==> config.mk <==
export PLATFORM = sky130hd
export DESIGN_NAME = nri_div_unit
export DESIGN_NICKNAME = d
export VERILOG_FILES = /design/src/rtl/nri_div_unit.sv
export SDC_FILE = /design/constraint.sdc
export NUM_CORES = 1
export LEC_CHECK = 0
export CAP_MARGIN = 15
export CORE_UTILIZATION = 45
export CTS_BUF_LIST = sky130_fd_sc_hd__clkbuf_4 sky130_fd_sc_hd__clkbuf_8
export CTS_CLUSTER_DIAMETER = 50
export DETAILED_ROUTE_END_ITERATION = 8
export SETUP_SLACK_MARGIN = 0.15
export SLEW_MARGIN = 40
export SYNTH_ARGS = -nofsm -noshare
export SYNTH_HDL_FRONTEND = slang
export SYNTH_SLANG_ARGS = --single-unit
==> constraint.sdc <==
create_clock -name i_clk -period 13.75 [get_ports i_clk]
set_clock_uncertainty 0.1 [all_clocks]
set_input_delay 2.75 -clock i_clk [delete_from_list [all_inputs] [get_ports i_clk]]
set_output_delay 2.75 -clock i_clk [all_outputs]
set_load 0.01 [all_outputs]
==> src/rtl/nri_div_unit.sv <==
// nri_div_unit: iterative N-bit integer divider for RISC-V DIV/DIVU/REM/REMU.
//   The file also holds nri_div_row, the single-step non-restoring row that the
//   unit drives once per CALC cycle.
//   Optional feature macro: NRI_DIV_EARLY_OUT_EN. When defined, divide-by-zero
//   and signed-overflow operand pairs finish straight from accept.
// Ports (nri_div_unit):
//   i_clk, i_rst_n            clock, synchronous active-low reset
//   i_valid / o_ready         request handshake (o_ready high only in IDLE)
//   i_op                      00 DIV, 01 DIVU, 10 REM, 11 REMU
//   i_dividend, i_divisor     rs1, rs2
//   i_flush                   synchronous abort
//   o_valid / i_ready         result handshake
//   o_result                  quotient or remainder

// One non-restoring step: shift the next dividend bit into the partial
// remainder, then add or subtract the divisor depending on relative signs.
module nri_div_row #(
  parameter int unsigned N = 32
) (
  input  logic [N:0]   i_r,
  input  logic [N-1:0] i_q,
  input  logic [N-1:0] i_d,
  input  logic         i_signed,
  output logic [N:0]   o_r,
  output logic [N-1:0] o_q
);

  if ((N < 4) || ((N & (N - 1)) != 0)) begin : g_bad_n
    $error("nri_div_row: N must be a power of 2 and at least 4");
  end

  logic [N+1:0] d_ext_c;
  logic [N+1:0] shifted_c;
  logic [N+1:0] next_c;
  logic         same_sign_c;
  logic         q_bit_c;

  always_comb begin
    d_ext_c     = i_signed ? {{2{i_d[N-1]}}, i_d} : {2'b00, i_d};
    // 2r + next dividend bit needs one more bit than r itself.
    shifted_c   = {i_r, i_q[N-1]};
    same_sign_c = (i_r[N] == d_ext_c[N+1]);
    next_c      = same_sign_c ? (shifted_c - d_ext_c) : (shifted_c + d_ext_c);
    // Quotient bit is 1 when the new remainder keeps the divisor's sign.
    q_bit_c     = (next_c[N+1] == d_ext_c[N+1]);
    o_r         = next_c[N:0];
    o_q         = {i_q[N-2:0], q_bit_c};
  end

endmodule

module nri_div_unit #(
  parameter int unsigned N = 32
) (
  input  logic         i_clk,
  input  logic         i_rst_n,
  input  logic         i_valid,
  output logic         o_ready,
  input  logic [1:0]   i_op,
  input  logic [N-1:0] i_dividend,
  input  logic [N-1:0] i_divisor,
  input  logic         i_flush,
  output logic         o_valid,
  input  logic         i_ready,
  output logic [N-1:0] o_result
);

  if ((N < 4) || ((N & (N - 1)) != 0)) begin : g_bad_n
    $error("nri_div_unit: N must be a power of 2 and at least 4");
  end

  localparam int unsigned CW = $clog2(N);

  typedef enum logic [1:0] {
    S_IDLE,
    S_CALC,
    S_FIX,
    S_DONE
  } state_t;

  state_t        state;
  logic [CW-1:0] cnt;
  logic          is_rem;
  logic          sign_q;
  logic          sign_r;
  logic          div_zero;
  logic          ovf;
  logic [N-1:0]  a_raw;
  logic [N:0]    r;
  logic [N-1:0]  q;
  logic [N-1:0]  d;

  logic          in_signed_c;
  logic          in_zero_c;
  logic          in_ovf_c;
  logic [N-1:0]  abs_a_c;
  logic [N-1:0]  abs_b_c;
  logic [N:0]    row_r_c;
  logic [N-1:0]  row_q_c;
  logic [N-1:0]  rem_mag_c;
  logic [N-1:0]  res_q_c;
  logic [N-1:0]  res_r_c;
  logic [N-1:0]  fix_result_c;

  // Special-case results: x/0 -> all ones, rem a; overflow -> a, rem 0.
  function automatic logic [N-1:0] special_result(input logic rem,
                                                  input logic zero,
                                                  input logic [N-1:0] a);
    if (zero) return rem ? a : '1;
    return rem ? '0 : a;
  endfunction

  // Operand decode and magnitude conversion at accept.
  always_comb begin
    in_signed_c = ~i_op[0];
    in_zero_c   = (i_divisor == '0);
    in_ovf_c    = in_signed_c && (i_dividend == {1'b1, {(N-1){1'b0}}}) &&
                  (i_divisor == '1);
    abs_a_c     = (in_signed_c && i_dividend[N-1]) ? -i_dividend : i_dividend;
    abs_b_c     = (in_signed_c && i_divisor[N-1])  ? -i_divisor  : i_divisor;
  end

  // The unit always divides magnitudes, so the row runs unsigned.
  nri_div_row #(.N(N)) u_row (
    .i_r      (r),
    .i_q      (q),
    .i_d      (d),
    .i_signed (1'b0),
    .o_r      (row_r_c),
    .o_q      (row_q_c)
  );

  // Remainder correction, sign fix-up and special-case override.
  always_comb begin
    // The true remainder lies in [0, d), so N-bit wraparound is exact.
    rem_mag_c = r[N] ? (r[N-1:0] + d) : r[N-1:0];
    res_q_c   = sign_q ? -q : q;
    res_r_c   = sign_r ? -rem_mag_c : rem_mag_c;
    if (div_zero || ovf) fix_result_c = special_result(is_rem, div_zero, a_raw);
    else                 fix_result_c = is_rem ? res_r_c : res_q_c;
  end

  // Control FSM and datapath registers.
  always_ff @(posedge i_clk) begin
    if (!i_rst_n) begin
      state    <= S_IDLE;
      o_ready  <= 1'b1;
      o_valid  <= 1'b0;
      o_result <= '0;
      cnt      <= '0;
      r        <= '0;
      q        <= '0;
      d        <= '0;
      is_rem   <= 1'b0;
      sign_q   <= 1'b0;
      sign_r   <= 1'b0;
      div_zero <= 1'b0;
      ovf      <= 1'b0;
      a_raw    <= '0;
    end else if (i_flush) begin
      state   <= S_IDLE;
      o_valid <= 1'b0;
      o_ready <= 1'b1;
    end else begin
      case (state)
        S_IDLE: begin
          if (i_valid) begin
            is_rem   <= i_op[1];
            sign_q   <= in_signed_c && (i_dividend[N-1] ^ i_divisor[N-1]);
            sign_r   <= in_signed_c && i_dividend[N-1];
            div_zero <= in_zero_c;
            ovf      <= in_ovf_c;
            a_raw    <= i_dividend;
            r        <= '0;
            q        <= abs_a_c;
            d        <= abs_b_c;
            cnt      <= CW'(N - 1);
            o_ready  <= 1'b0;
            state    <= S_CALC;
`ifdef NRI_DIV_EARLY_OUT_EN
            if (in_zero_c || in_ovf_c) begin
              o_result <= special_result(i_op[1], in_zero_c, i_dividend);
              state    <= S_DONE;
            end
`endif
          end
        end
        S_CALC: begin
          r   <= row_r_c;
          q   <= row_q_c;
          cnt <= cnt - CW'(1);
          if (cnt == '0) state <= S_FIX;
        end
        S_FIX: begin
          r        <= {1'b0, rem_mag_c};
          o_result <= fix_result_c;
          state    <= S_DONE;
        end
        S_DONE: begin
          // o_valid rises one cycle after entering DONE.
          if (!o_valid) begin
            o_valid <= 1'b1;
          end else if (i_ready) begin
            o_valid <= 1'b0;
            o_ready <= 1'b1;
            state   <= S_IDLE;
          end
        end
        default: state <= S_IDLE;
      endcase
    end
  end

endmodule

* Word-level counts from Yosys, hierarchy flattened *
Index checks and enable logic that the tools add are counted.

operators by class
  reduce and logical (&&, ||, !) cells = 19
  bitwise logic cells = 5
  mux-type cells = 31
  $add $sub $neg = 8
  equality and inequality tests = 9

operators by type and width
  cell                                                                 number
  32-bit 2-to-1 mux                                                    12
  32-bit negation                                                      4
  33-bit one-hot mux with 3 select lines                               1
  32-bit equality test (second input constant)                         2
  32-bit one-hot mux with 2 select lines                               1
  34-bit by 32-bit adder with 34-bit output                            1
  34-bit 2-to-1 mux                                                    1
  34-bit by 32-bit subtractor with 34-bit output                       1
  33-bit 2-to-1 mux                                                    1
  32-bit adder                                                         1
  32-bit logical NOT                                                   1
  5-bit one-hot mux with 2 select lines                                1
  3-bit AND reduction                                                  3
  2-bit 2-to-1 mux                                                     4
  2-bit != test (second input constant)                                4
  2-bit one-hot mux with 4 select lines                                1
  4-bit AND reduction                                                  2
  1-bit 2-to-1 mux                                                     7
  1-bit logical AND                                                    5
  5-bit logical NOT                                                    1
  5-bit 2-to-1 mux                                                     1
  5-bit by 1-bit subtractor with 5-bit output (second input constant)  1
  2-bit equality test (second input constant)                          2
  1-bit inverter                                                       4
  9 further kinds                                                      10

word-level totals
  register bits = 175
  word-level logic and storage cells = 86
  input port bits = 71
  output and inout bits = 34

* Logic depth before layout (Yosys ltp) *
  depth after elaboration = 6
  depth in mapped cells = 22
  depth with buffers taken out = 19

* Cells and area by module *
From an unflattened synthesis, not the netlist that was laid out.

second synthesis, totals
  cells, all modules = 2,093
  area total of the unflattened synthesis = 15,088.2 µm²

modules (own cells, without submodules)
  module        area an instance (µm²)  instances  cells an instance  seq. area each (µm²)
  nri_div_unit  12,401.9                1          1,712              3,503.4
  nri_div_row   2,686.3                 1          381                0.0

* Worst setup path before layout *
OpenSTA, ideal clock, no wires.

  path type = input-to-reg
  start = in i_divisor[8]
  end = reg d[30]
  buffers on the path = 0
  required time = 13.572 ns
  stages on the path = 11
  setup time = 0.078 ns
  setup slack = 8.437 ns
  arrival time = 5.135 ns
  cell sequence = or4_1 or3_1 nor3_1 nand2_1 nor3_1 and3b_1 nand2_1 o41ai_1 xnor2_1 nor2_1 nor3_1

between the ends
  longest elaborated chain between the ends = 2

RTL lines
  item                    RTL line  text
  start: declaration      61        input logic [N-1:0] i_divisor,
  32-bit negation         120       abs_b_c = (in_signed_c && i_divisor[N-1]) ? -i_divisor : i_divisor;
  32-bit 2-to-1 mux       120
  end signal: assignment  176       d <= abs_b_c;
  end: declaration        91        logic [N-1:0] d;

No other way between the ends.
A chain may end at the register's enable or synchronous reset.

* Worst setup path in the final report *
Ends and elaborated chain as after synthesis.

==> reports/results.txt <==
The flow ran to the end, and the final reports show no timing, DRC or antenna violations. For this run, the top clock speed supported by timing is 0.177 GHz. Peak supply drop: 69.4 uV. The worst setup path startpoint is i_divisor[8].

The run gives 0.290 as the clock share of power. The net count of the mapped netlist was 2166; the power share of the combinational group was 0.276. Buffers inserted during clock tree synthesis total 17. Setup repair after global routing left no endpoint under its margin.

In the synthesized netlist the dominant register cell turns out to be sky130_fd_sc_hd__dfxtp_1. For the count of maximum capacitance violations, the log shows 0. The overall fraction of global-route tracks in use is 0.306, and the layout cell share with drive strength beyond 1 is 0.0500.

The leakage component of the power is 6.16 nW. Number of antenna violations at the first check in global routing: 0. The path type of the worst setup path is input port to register.

Data arrives at the worst endpoint at 5.98 ns. The die is 181 microns wide. Number of primary I/O pins: 105. The number of antenna diodes in the final layout is 0.

The min-delay analysis places its worst path in the category register to register. The total clock sinks was 175. The synthesized area was 0.0144 sq mm; the pin count of the biggest net entering global routing was 83. After synthesis, the most frequently instantiated cells are sky130_fd_sc_hd__nand2_1, sky130_fd_sc_hd__a21oi_1, sky130_fd_sc_hd__nor2_1. The number of nets in the layout came out at 2197. The vias after detailed routing is 14900, and the final critical path time including I/O delays and setup is 5.65 ns. The part of the Yosys area used for sequential elements came out at 0.243.

STA classifies the critical path startpoint as an input port. The clock passes through at most 2 buffers. The logs give 0 for the total congestion overflow and 0 for the count of endpoints failing setup in the final report. For the worst slew margin relative to its limit, the log shows 0.439. For the number of pins with negative max-slew slack in the final report, the log shows 0. Input and output buffers added on the ports amount to 104. The area of the multi-input gates was 0.0104 sq mm. The run gives 0.000833 W as the internal power component. sky130_fd_sc_hd__nand2_1 is the most common cell in the netlist. The logs give 0 for the number of hold violations in the final report and 0.915 for the weighted congestion reported at the end of routability-driven placement.

The tools report the initial core utilization as 0.457. The synthesized design contains 0 enable-type register cells. The synthesized design spends more area on one cell type than any other, namely sky130_fd_sc_hd__dfxtp_1. Required time of the critical path: 14.08 ns. The net switching fraction of the power came out at 0.362. Summed over all nets, the switching power comes to 0.000473 W.

In this run the post-CTS setup repair buffer count came out at 0. After floorplanning, the core was sized to cover 0.0316 sq mm. The flip-flop and latch count after synthesis is 175. The tree is rooted in a sky130_fd_sc_hd__clkbuf_8. The run gives 2016 as the cell count after synthesis. The critical path goes through clkdlybuf4s50_1, or4_1, or3_1, nor3_1, nand2_1, nor3_1, and3b_1, nand2_1, o41ai_1, xnor2_1, nor2_1, nor3_1. In this design, the stage delay of the slowest critical-path cell is 0.56 ns. The floorplan step set the die height to 181 microns. The share of the synthesized area in the top cell type is 0.243, and the async set-reset flop share out of synthesis is 0. The tools report the critical path capture point type as a register. The run gives 0 ns as the sum of negative setup slack.

The part of the total power dissipated in sequential elements was 0.435. By area the synthesized netlist is led by sky130_fd_sc_hd__dfxtp_1, sky130_fd_sc_hd__nand2_1, sky130_fd_sc_hd__a21oi_1. For the number of gates resized after CTS, the log shows 0.

Yosys mapped the design onto 76 distinct sky130hd cell types. Of all nets on the critical path, the largest fanout is 5. The H-tree depth was 4; the footprint of the flip-flops and latches was 0.00351 sq mm. The filler cells instantiated in the layout total 3197. Dividing total power by cell area gives a power density of 80.8 mW/mm^2. The run gives 0.360 ns as the post-route worst hold slack. The quantity of hold-fixing buffers added after cts is 0. By instance count, the cell type seen most on the critical path is sky130_fd_sc_hd__nor3_1. Summed over all nets, the half-perimeter wirelength after detailed placement is 38200 microns.

Startpoint of the lowest-slack hold path: a_raw[17]$_SDFFE_PN0P_. The run gives 50400 microns as the final routed wirelength across all metal layers. Averaged over all synthesized cells, the footprint is 7.15 sq um. The clock reaches the later pin of the worst-skew pair after 0.51 ns. The number of DRC violations after detailed-routing iteration 0 was 1304. Yosys printed 0 warnings. The final cycle utilization of the critical path was 0.411. For this design, the slowest cell found on the critical path is sky130_fd_sc_hd__or4_1. The detailed-route DRC error count came out at 0.

After detailed routing, the average wire length per cell comes to 20.5 microns. The floorplan has 65 rows. The run gives 13500 as the via count of the first global-routing pass. The actual slew at the worst max-slew pin was 0.842 ns; the iteration count of the initial detailed-routing pass was 5. Clock-pin slew was measured on the worst setup and hold paths at 0.10 ns. TritonCTS built the clock tree.

The global-route wire length before repair was 78200 microns. In this run the critical register-to-register path is launched from d[1]$_SDFFE_PN0P_. The die covers 0.0328 sq mm. Ratio of routed vias to standard cells: 6.05.

The layout overhead on the synthesized area works out to 12.2%. Post-route antenna net violation count: 0.
## metal layers
metal,part of all wire,up-vias,GRT usage,wire length [microns]
li1,-,7346,-,-
met1,0.48,7065,0.442,24200
met2,0.45,446,0.483,22400
met3,0.056,44,0.0294,2810
met4,0.019,0,0.0803,968
met5,0,-,0,0
## final timing paths
kind                            endpoint  slack [ns]  cells after the start
setup / recovery      d[30]$_SDFFE_PN0P_        8.10                     12
hold / removal    a_raw[17]$_SDFFE_PN0P_        0.36                      2
setup reg to reg       q[0]$_SDFFE_PN0P_        8.40                     18
hold reg to reg   a_raw[17]$_SDFFE_PN0P_        0.36                      2
## cells in the final DEF, fill, tap and decap left out, drive strengths merged, types with 56 or more instances in the layout
master         instances
a21oi                226
clkdlybuf4s50        104
nor2                 202
o21ai                141
nand2                303
xor2                  83
nor3                  56
xnor2                 94
ha                    77
dfxtp                175
## final cells by class
type	count	area share
Sequential cell	175	0.217
Clock buffer	20	0.0166
Timing Repair Buffer	126	0.0748
Multi-Input combinational cell	1680	0.642
Tap cell	402	0.0311
Clock inverter	12	0.00773
Inverter	47	0.0111
## power by group through the flow
stage	clock, W	sequential [W]	combinational (W)
2_1_floorplan	0	0.000561	0.000255
3_3_place_gp	0	0.000577	0.000351
3_5_place_dp	0	0.000578	0.000354
4_1_cts	0.000386	0.000566	0.000355
5_1_grt	0.000407	0.000570	0.000399
6_report	0.000378	0.000568	0.000361
## logic make-up (layout without fill, tap and decap cells)
logic type / count (synthesis) / in the layout / share of synthesized area
and+or+nand+nor: 747 / 747 / 0.235
AOI/OAI and AO/OA: 659 / 659 / 0.288
xor gates and xnor gates: 177 / 177 / 0.108
DFF: 175 / 175 / 0.243
buffers and inverters: 161 / 205 / 0.0428
adders and majority gates: 79 / 79 / 0.0696
muxes: 18 / 18 / 0.0136
## through the flow
stage	setup WS, ns	instances	util	cell area, sq um	total power [W]
4_1_cts	8.13	2462	0.512	16100	0.00131
3_3_place_gp	7.63	2430	0.498	15700	0.000928
3_5_place_dp	7.60	2430	0.499	15800	0.000932
5_1_grt	7.80	2462	0.513	16200	0.00138
2_1_floorplan	8.44	2016	-	14400	0.000816
6_report	8.10	2462	0.513	16200	0.00131
## state kept, by name (all words and copies together), names as in the netlist
name / cells
a_raw: 32
cnt: 5
d: 32
div_zero: 1
is_rem: 1
o_ready: 1
o_result: 32
o_valid: 1
ovf: 1
q: 32
r: 33
sign_q: 1
sign_r: 1
state: 2
## worst max-delay path: cells and delay by family
family,cells,cell delay [ns]
simple gates,9,2.18
compound gates,1,0.40
buf+inv,1,0.47
xor+xnor,1,0.16
Power figures use the tool's default switching activity.
